### config.mk
export PLATFORM = sky130hd
export DESIGN_NAME = key_event_gen_flat
export DESIGN_NICKNAME = d
export VERILOG_FILES = /design/src/rtl/key_event_gen_if.sv /design/src/rtl/key_event_gen.sv /design/src/flat_wrapper.sv
export SDC_FILE = /design/constraint.sdc
export NUM_CORES = 1
export LEC_CHECK = 0
export BUFFER_PORTS_ARGS = -buffer_cell sky130_fd_sc_hd__buf_2
export CELL_PAD_IN_SITES_DETAIL_PLACEMENT = 1
export CELL_PAD_IN_SITES_GLOBAL_PLACEMENT = 1
export CORE_ASPECT_RATIO = 1.25
export CORE_UTILIZATION = 45
export DETAILED_ROUTE_END_ITERATION = 8
export PLACE_DENSITY = 0.79
export SYNTH_ARGS = -nofsm -noshare
export SYNTH_HDL_FRONTEND = slang
export SYNTH_SLANG_ARGS = --single-unit
### constraint.sdc
create_clock -name clk -period 2.7 [get_ports clk]
set_input_delay 0.27 -clock clk [delete_from_list [all_inputs] [get_ports clk]]
set_output_delay 0.27 -clock clk [all_outputs]
set_load 0.02 [all_outputs]
### src/rtl/key_event_gen_if.sv
// Key event bus: debounced key level and repeat enable in, event pulses and held level out.
// The slave modport is the key_event_gen side; master is the side that drives the key.
interface key_event_gen_if;
    logic key_i;
    logic repeat_en_i;
    logic press_o;
    logic release_o;
    logic long_press_o;
    logic rpt_o;
    logic held_o;
    logic double_click_o;

    modport slave (
        input  key_i,
        input  repeat_en_i,
        output press_o,
        output release_o,
        output long_press_o,
        output rpt_o,
        output held_o,
        output double_click_o
    );

    modport master (
        output key_i,
        output repeat_en_i,
        input  press_o,
        input  release_o,
        input  long_press_o,
        input  rpt_o,
        input  held_o,
        input  double_click_o
    );
endinterface

### src/rtl/key_event_gen.sv
// key_event_gen: turns a clean, clk-synchronous key level into registered one-cycle
// press / release / long-press / auto-repeat pulses plus a held level. One instance per key.
// Optional double-click detection is compiled in when DOUBLE_CLICK_EN is defined;
// otherwise double_click_o is tied low and the window logic is absent.
module key_event_gen #(
    parameter int unsigned LONG_CYCLES   = 50_000_000,
    parameter int unsigned REPEAT_CYCLES = 10_000_000,
    parameter int unsigned DCLICK_CYCLES = 25_000_000,
    parameter int unsigned CNT_W         = 27
) (
    input logic            clk,
    input logic            rst_n,
    key_event_gen_if.slave ev_io
);

    // Reject thresholds the counters cannot reach or that would collapse the timing.
    if (LONG_CYCLES < 2 || REPEAT_CYCLES < 2 ||
        64'(LONG_CYCLES) > (64'd1 << CNT_W) || 64'(REPEAT_CYCLES) > (64'd1 << CNT_W) ||
        64'(DCLICK_CYCLES) > (64'd1 << CNT_W)) begin : g_param_check
        $error("key_event_gen: invalid cycle parameters");
    end

    // Counters hold (edges since reference - 1), so a threshold of N fires when cnt_q == N-1.
    localparam logic [CNT_W-1:0] LongLast = CNT_W'(LONG_CYCLES - 1);
    localparam logic [CNT_W-1:0] RptLast  = CNT_W'(REPEAT_CYCLES - 1);

    typedef enum logic [1:0] {StIdle, StShort, StLong} state_e;

    state_e           state_q, state_d;
    logic             key_q;
    logic [CNT_W-1:0] cnt_q, cnt_d;
    logic             armed_q, armed_d;  // repeat reference edge has been taken in LONG
    logic             press_q, press_d;
    logic             release_q, release_d;
    logic             long_q, long_d;
    logic             rpt_q, rpt_d;
    logic             held_q, held_d;

    // Next-state and event decode; release always wins over a coincident threshold.
    always_comb begin
        state_d   = state_q;
        cnt_d     = cnt_q;
        armed_d   = armed_q;
        press_d   = 1'b0;
        release_d = 1'b0;
        long_d    = 1'b0;
        rpt_d     = 1'b0;
        unique case (state_q)
            StIdle: begin
                if (ev_io.key_i && !key_q) begin
                    press_d = 1'b1;
                    state_d = StShort;
                    cnt_d   = '0;
                end
            end
            StShort: begin
                if (!ev_io.key_i) begin
                    release_d = 1'b1;
                    state_d   = StIdle;
                    cnt_d     = '0;
                end else if (cnt_q == LongLast) begin
                    long_d  = 1'b1;
                    state_d = StLong;
                    cnt_d   = '0;
                    armed_d = ev_io.repeat_en_i;
                end else begin
                    cnt_d = cnt_q + 1'b1;
                end
            end
            StLong: begin
                if (!ev_io.key_i) begin
                    release_d = 1'b1;
                    state_d   = StIdle;
                    cnt_d     = '0;
                    armed_d   = 1'b0;
                end else if (!ev_io.repeat_en_i) begin
                    cnt_d   = '0;
                    armed_d = 1'b0;
                end else if (!armed_q) begin
                    // First edge sampling repeat_en=1 becomes the repeat reference.
                    cnt_d   = '0;
                    armed_d = 1'b1;
                end else if (cnt_q == RptLast) begin
                    rpt_d = 1'b1;
                    cnt_d = '0;
                end else begin
                    cnt_d = cnt_q + 1'b1;
                end
            end
            default: begin
                state_d = StIdle;
                cnt_d   = '0;
                armed_d = 1'b0;
            end
        endcase
        held_d = (state_d != StIdle);
    end

    // State, counters and registered outputs.
    always_ff @(posedge clk or negedge rst_n) begin
        if (!rst_n) begin
            state_q   <= StIdle;
            key_q     <= 1'b0;
            cnt_q     <= '0;
            armed_q   <= 1'b0;
            press_q   <= 1'b0;
            release_q <= 1'b0;
            long_q    <= 1'b0;
            rpt_q     <= 1'b0;
            held_q    <= 1'b0;
        end else begin
            state_q   <= state_d;
            key_q     <= ev_io.key_i;
            cnt_q     <= cnt_d;
            armed_q   <= armed_d;
            press_q   <= press_d;
            release_q <= release_d;
            long_q    <= long_d;
            rpt_q     <= rpt_d;
            held_q    <= held_d;
        end
    end

    assign ev_io.press_o      = press_q;
    assign ev_io.release_o    = release_q;
    assign ev_io.long_press_o = long_q;
    assign ev_io.rpt_o        = rpt_q;
    assign ev_io.held_o       = held_q;

`ifdef DOUBLE_CLICK_EN
    localparam logic [CNT_W-1:0] DclickLast = CNT_W'(DCLICK_CYCLES - 1);

    logic             win_open_q, win_open_d;
    logic [CNT_W-1:0] win_cnt_q, win_cnt_d;
    logic             dclick_q, dclick_d;

    // Double-click window: opened by a release from SHORT, closed by any press or expiry.
    always_comb begin
        win_open_d = win_open_q;
        win_cnt_d  = win_cnt_q;
        dclick_d   = 1'b0;
        if (press_d) begin
            dclick_d   = win_open_q;
            win_open_d = 1'b0;
            win_cnt_d  = '0;
        end else if (release_d) begin
            win_open_d = (state_q == StShort);
            win_cnt_d  = '0;
        end else if (win_open_q) begin
            if (win_cnt_q == DclickLast) begin
                win_open_d = 1'b0;
                win_cnt_d  = '0;
            end else begin
                win_cnt_d = win_cnt_q + 1'b1;
            end
        end
    end

    // Window state and registered double-click pulse.
    always_ff @(posedge clk or negedge rst_n) begin
        if (!rst_n) begin
            win_open_q <= 1'b0;
            win_cnt_q  <= '0;
            dclick_q   <= 1'b0;
        end else begin
            win_open_q <= win_open_d;
            win_cnt_q  <= win_cnt_d;
            dclick_q   <= dclick_d;
        end
    end

    assign ev_io.double_click_o = dclick_q;
`else
    assign ev_io.double_click_o = 1'b0;
`endif

endmodule

### src/flat_wrapper.sv
// flat-port wrapper written by rule: the top's interface ports become plain ports
module key_event_gen_flat 
#(
    parameter int unsigned LONG_CYCLES   = 50_000_000,
    parameter int unsigned REPEAT_CYCLES = 10_000_000,
    parameter int unsigned DCLICK_CYCLES = 25_000_000,
    parameter int unsigned CNT_W         = 27
)
  (clk, rst_n, ev_io_key_i, ev_io_repeat_en_i, ev_io_press_o, ev_io_release_o, ev_io_long_press_o, ev_io_rpt_o, ev_io_held_o, ev_io_double_click_o);
  key_event_gen_if ev_io_i ();
  input logic clk;
  input logic rst_n;
  input wire logic [$bits(ev_io_i.key_i)-1:0] ev_io_key_i;
  input wire logic [$bits(ev_io_i.repeat_en_i)-1:0] ev_io_repeat_en_i;
  output wire logic [$bits(ev_io_i.press_o)-1:0] ev_io_press_o;
  output wire logic [$bits(ev_io_i.release_o)-1:0] ev_io_release_o;
  output wire logic [$bits(ev_io_i.long_press_o)-1:0] ev_io_long_press_o;
  output wire logic [$bits(ev_io_i.rpt_o)-1:0] ev_io_rpt_o;
  output wire logic [$bits(ev_io_i.held_o)-1:0] ev_io_held_o;
  output wire logic [$bits(ev_io_i.double_click_o)-1:0] ev_io_double_click_o;
  assign ev_io_i.key_i = ev_io_key_i;
  assign ev_io_i.repeat_en_i = ev_io_repeat_en_i;
  assign ev_io_press_o = ev_io_i.press_o;
  assign ev_io_release_o = ev_io_i.release_o;
  assign ev_io_long_press_o = ev_io_i.long_press_o;
  assign ev_io_rpt_o = ev_io_i.rpt_o;
  assign ev_io_held_o = ev_io_i.held_o;
  assign ev_io_double_click_o = ev_io_i.double_click_o;
  key_event_gen #(.LONG_CYCLES(LONG_CYCLES), .REPEAT_CYCLES(REPEAT_CYCLES), .DCLICK_CYCLES(DCLICK_CYCLES), .CNT_W(CNT_W)) u_core (.clk(clk), .rst_n(rst_n), .ev_io(ev_io_i));
endmodule
## After elaboration in Yosys (flattened, before gate mapping)

Index checks and enable logic that the tools add are counted.

- Bits in registers: 36
- Input bits: 4
- Output and inout bits: 6
- Logic and storage cells: 54

- Add/sub/neg operators: 1
- Equal/unequal tests: 7
- Mux-type cells: 30
- Bitwise gates (word level): 1
- Reductions and logical operators: 6

Operator list:

| cell | number |
|---|---|
| two-way mux 27 bit | 7 |
| one-hot mux 27 bit (3 select lines) | 1 |
| adder 27 x 1 -> 27 bit (second input constant) | 1 |
| == test 27 x 24 -> 1 bit (second input constant) | 1 |
| == test 27 x 26 -> 1 bit (second input constant) | 1 |
| two-way mux 1 bit | 16 |
| two-way mux 2 bit | 4 |
| one-hot mux 2 bit (3 select lines) | 1 |
| != test 2 x 1 -> 1 bit (second input constant) | 2 |
| one-hot mux 1 bit (3 select lines) | 1 |
| AND reduction 3 bit | 1 |
| == test 2 x 1 -> 1 bit (second input constant) | 1 |
| == test 2 bit (second input constant) | 1 |
| logical NOT 2 bit | 1 |
| != test 2 bit (second input constant) | 1 |
| nonzero test 2 bit | 1 |
| OR reduction 2 bit | 1 |
| logical AND 1 bit | 1 |
| logical NOT 1 bit | 1 |
| inverter 1 bit | 1 |

## Depth between registers and ports, before layout

- Depth in word-level cells: 6
- Depth in mapped cells: 10
- Mapped depth without buffers: 8

## Worst setup path before layout

No wires, ideal clock.

- Path type: reg2reg
- Start point: reg u_core.cnt_q[0]
- End point: reg u_core.cnt_q[11]
- Library setup time: 0.082 ns
- Arrival: 1.987 ns
- Required time: 2.618 ns
- Path slack: 0.631 ns
- Cell stages (with the launch flop): 10
- Path buffers: 2
- Clock period less this slack: 2.069 ns
- Path through: dfrtp_1 -> ha_1 -> and4_1 -> buf_4 -> nand4b_2 -> o211ai_2 -> a21oi_1 -> clkbuf_1 -> o21ai_0 -> a31oi_1

- Cells in the longest elaborated chain, start to end: 6
- Elaborated cells between the ends (all ways): 10
- Those cells by class: add/sub (1); eq/ne (2); mux (7)

Ends and longest elaborated chain:

| what | RTL line | text |
|---|---|---|
| from (decl) | key_event_gen.sv:31 | `logic [CNT_W-1:0] cnt_q, cnt_d;` |
| from (signal assigned) | key_event_gen.sv:114 | `cnt_q <= cnt_d;` |
| adder 27 x 1 -> 27 bit or == test 27 x 24 -> 1 bit (tied branches) | key_event_gen.sv:67, key_event_gen.sv:87, key_event_gen.sv:83 |  |
| two-way mux 27 bit | key_event_gen.sv:83 | `end else if (cnt_q == RptLast) begin` |
| two-way mux 27 bit | key_event_gen.sv:79 | `end else if (!armed_q) begin` |
| two-way mux 27 bit | key_event_gen.sv:76 | `end else if (!ev_io.repeat_en_i) begin` |
| two-way mux 27 bit | key_event_gen.sv:71 | `if (!ev_io.key_i) begin` |
| one-hot mux 27 bit (3 select lines) (*) | key_event_gen.sv:48 | `unique case (state_q)` |

Mark *: on every way between the ends. The rest lies on a longest branch, timed or not.
A chain may end at the register's enable or synchronous reset.

## Final worst setup path

- Start point: reg u_core.cnt_q[0]
- End point: reg u_core.cnt_q[21]

The elaborated chain is that of the path after synthesis.

==> results.yml <==
clock_tree:
  cts_tree: "built"
  cts_setup_buffers: 0
  numClockSinks: 36
  root_buffer: "clkbuf_8"
  ctsHtreeMaxLevel: 2
  worstSkewPairLatency_ps: 290
  cts.clk_slew.worst_paths_ps: 70
  postCtsHoldBufs: 0
  clk_path_buf_depth: 2
  post_cts_resized: 0
  cts_buffers: 5
floorplan:
  die_area_mm2: 0.00479
  rows: 26
  start_util_pct: 48.4
  chipHeight_um: 77.1
  core-area_mm2: 0.00420
  ios: 10
  dieWidth_um: 62.1
logic_synthesis:
  synth_top_flop_cell: "dfrtp_1"
  syn-cell-area_mm2: 0.00203
  synth_area_per_cell_um2: 9.45
  synth_warnings: 0
  ys_ff_latch: 36
  ys_types: 44
  synth_edf_count: 0
  synthCells: 215
  yosysSeqAreaShare_pct: 44.4
  syn_nets: 224
  synthArstFlopShare_pct: 100
layout:
  layout-drive-gt1-share_pct: 11.0
  layout_commonest_cell: "dfrtp_1"
  antenna_cells: 0
  nFillCells: 475
  final_cell_mix: "dfrtp_1 (36), nand2_1 (19), a21oi_1 (16), a31oi_1 (15), nand3_1 (14)"
  nets: 227
  area_delta_synth_final_pct: 7.76
sta:
  worst_pin_slew_ps: 838
  relSlewSlack_pct: 44.1
  rsz0062_at_grt: "false"
  finalSetupViolations: 0
  skew_ps: 3.82
  slew_viol_final: 0
  hold_ws_ps: 78.1
  final-hold-violation-count: 0
  fmaxAchievable_mhz: 392
  final.setup.tns_ps: 0
  period_needed_ps: 2550
  period_share_pct: 94.4
grt:
  grt_overflow_total: 0
  antenna_found_initial: 0
  grt_pass1_wl_um: 8710
  grtUsageTotal_pct: 24.7
  first_global_vias: 1747
  grt_max_degree: 37
place:
  port_buffers: 8
  place_congestion: 0.792
  place_hpwl_um: 3640
run_status:
  outcome: "finished clean"
flow_run:
  maxCapViolCount: 0
routing:
  vias: 1726
  drt-initial-drc-count: 75
  drc_errors: 0
  detail-route-antenna-nets: 0
  wl_per_cell_um: 19.1
  first_pass_iters: 4
  post_drt_via_cell_ratio: 6.28
  wirelength_um: 5250
worst_setup_path:
  r2r_end: "u_core.cnt_q[21]$_DFFE_PN0P_"
  end_kind: "register"
  regToRegSetupSlack_ps: 150
  crit_arrival_ps: 2730
  crit_type: "register to register"
  startpoint_type: "register"
  path_delay_family: "compound AO/OA/AOI/OAI gates"
  crit_fanout: 33
  slowest_stage: "dfrtp_1"
  critPathBufInv: 1
  max_stage_delay_ps: 420
  cp.required_ps: 2880
  r2r_cells: 8
  r2r-start: "u_core.cnt_q[0]$_DFFE_PN0P_"
  path_cells: "ha_1, and4_1, nand4b_2, o211ai_2, a21oi_4, buf_12, and3_1, a221o_1"
power:
  ir_drop_mv: 0.373
  p_per_area_mw_per_mm2: 589
  p_leak_nw: 0.946
min_path:
  min_path_type: "primary input to asynchronous set/reset pin"
==> report_power, final <==
group,internal (mW),switching [mW]
clock,0.208,0.198
sequential,0.567,0.0181
combinational,0.0961,0.202
total,0.872,0.417
==> sequential cells by signal (all words and copies together), names as in the netlist <==
register and flops:
u_core.cnt_q 27, u_core.state_q 2, u_core.armed_q 1, u_core.ev_io.held_o 1, u_core.ev_io.long_press_o 1, u_core.ev_io.press_o 1, u_core.ev_io.release_o 1, u_core.ev_io.rpt_o 1
u_core.key_q 1
==> area by class of cell <==
type                            count  area, um2  area share (%)
Tap cell                           56       70.1            3.20
Sequential cell                    36        901            41.2
Multi-Input combinational cell    158       1030            47.2
Timing Repair Buffer               10       67.6            3.09
Clock buffer                        8       90.1            4.12
Inverter                            7       26.3            1.20
==> cell families after synthesis <==
group | share of synthesized area (%)
multiplexers | 3.51
AO/OA/AOI/OAI | 18.1
flip-flops | 44.4
AND/OR/NAND/NOR | 24.4
buffers and inverters | 5.48
adder cells (fa/ha/maj) | 3.08
other | 0.185
XOR/XNOR | 0.863
==> cells in the mapped netlist, types with 3 or more instances <==
cell / number / area share [%]
a22o_1: 5 / 2.2
dfrtp_1: 36 / 44
buf_4: 3 / 1.1
nor2_1: 13 / 2.4
and4_1: 8 / 3.5
nand3_1: 14 / 3.5
and3_1: 7 / 2.2
buf_2: 4 / 0.99
mux2i_1: 6 / 3.0
ha_1: 5 / 3.1
nand2_1: 19 / 3.5
nand4_1: 8 / 2.5
a21oi_1: 17 / 4.2
clkbuf_1: 3 / 0.55
nand2b_1: 3 / 0.92
inv_1: 7 / 1.3
a31oi_1: 15 / 4.6
o21ai_0: 6 / 1.5
a221o_1: 3 / 1.5
==> worst register-to-register path, stage by stage, from the launching register on <==
cell,delay (ps)
dfrtp_1,420
ha_1,260
and4_1,360
nand4b_2,210
o211ai_2,350
a21oi_4,200
buf_12,210
and3_1,180
a221o_1,250
==> routing by layer <==
layer  GRT usage [%]  vias up  share of wire, %
met5               0        -                 0
met4            9.33        0               2.0
met3            5.73       12               2.7
met2            39.3       23                52
met1            31.5      880                43
li1                -      811                 -
==> per-stage QoR <==
stage | util (%) | setup WS, ps | cell area [um2] | cells | power, mW
global placement | 49.7 | 300 | 2090 | 267 | 0.867
detailed placement | 49.7 | 124 | 2090 | 267 | 0.890
global route | 52.1 | 33.2 | 2190 | 275 | 1.36
floorplan | - | 631 | 2030 | 215 | 0.795
finish | 52.1 | 150 | 2190 | 275 | 1.29
CTS | 51.9 | 120 | 2180 | 275 | 1.30
==> how the worst max path moves through the flow <==
| stage | depth (start not counted) | slack [ps] | from | to |
|---|---|---|---|---|
| after floorplan | 9 | 630 | u_core.cnt_q[0]$_DFFE_PN0P_ | u_core.cnt_q[11]$_DFFE_PN0P_ |
| after global placement | 8 | 300 | u_core.cnt_q[0]$_DFFE_PN0P_ | u_core.cnt_q[4]$_DFFE_PN0P_ |
| after detailed placement | 8 | 120 | u_core.cnt_q[0]$_DFFE_PN0P_ | u_core.cnt_q[4]$_DFFE_PN0P_ |
| after CTS | 8 | 120 | u_core.cnt_q[0]$_DFFE_PN0P_ | u_core.cnt_q[4]$_DFFE_PN0P_ |
| after global routing | 8 | 30 | u_core.cnt_q[0]$_DFFE_PN0P_ | u_core.cnt_q[21]$_DFFE_PN0P_ |
| final | 8 | 150 | u_core.cnt_q[0]$_DFFE_PN0P_ | u_core.cnt_q[21]$_DFFE_PN0P_ |
Note: power is estimated with default switching activity, not from simulation.
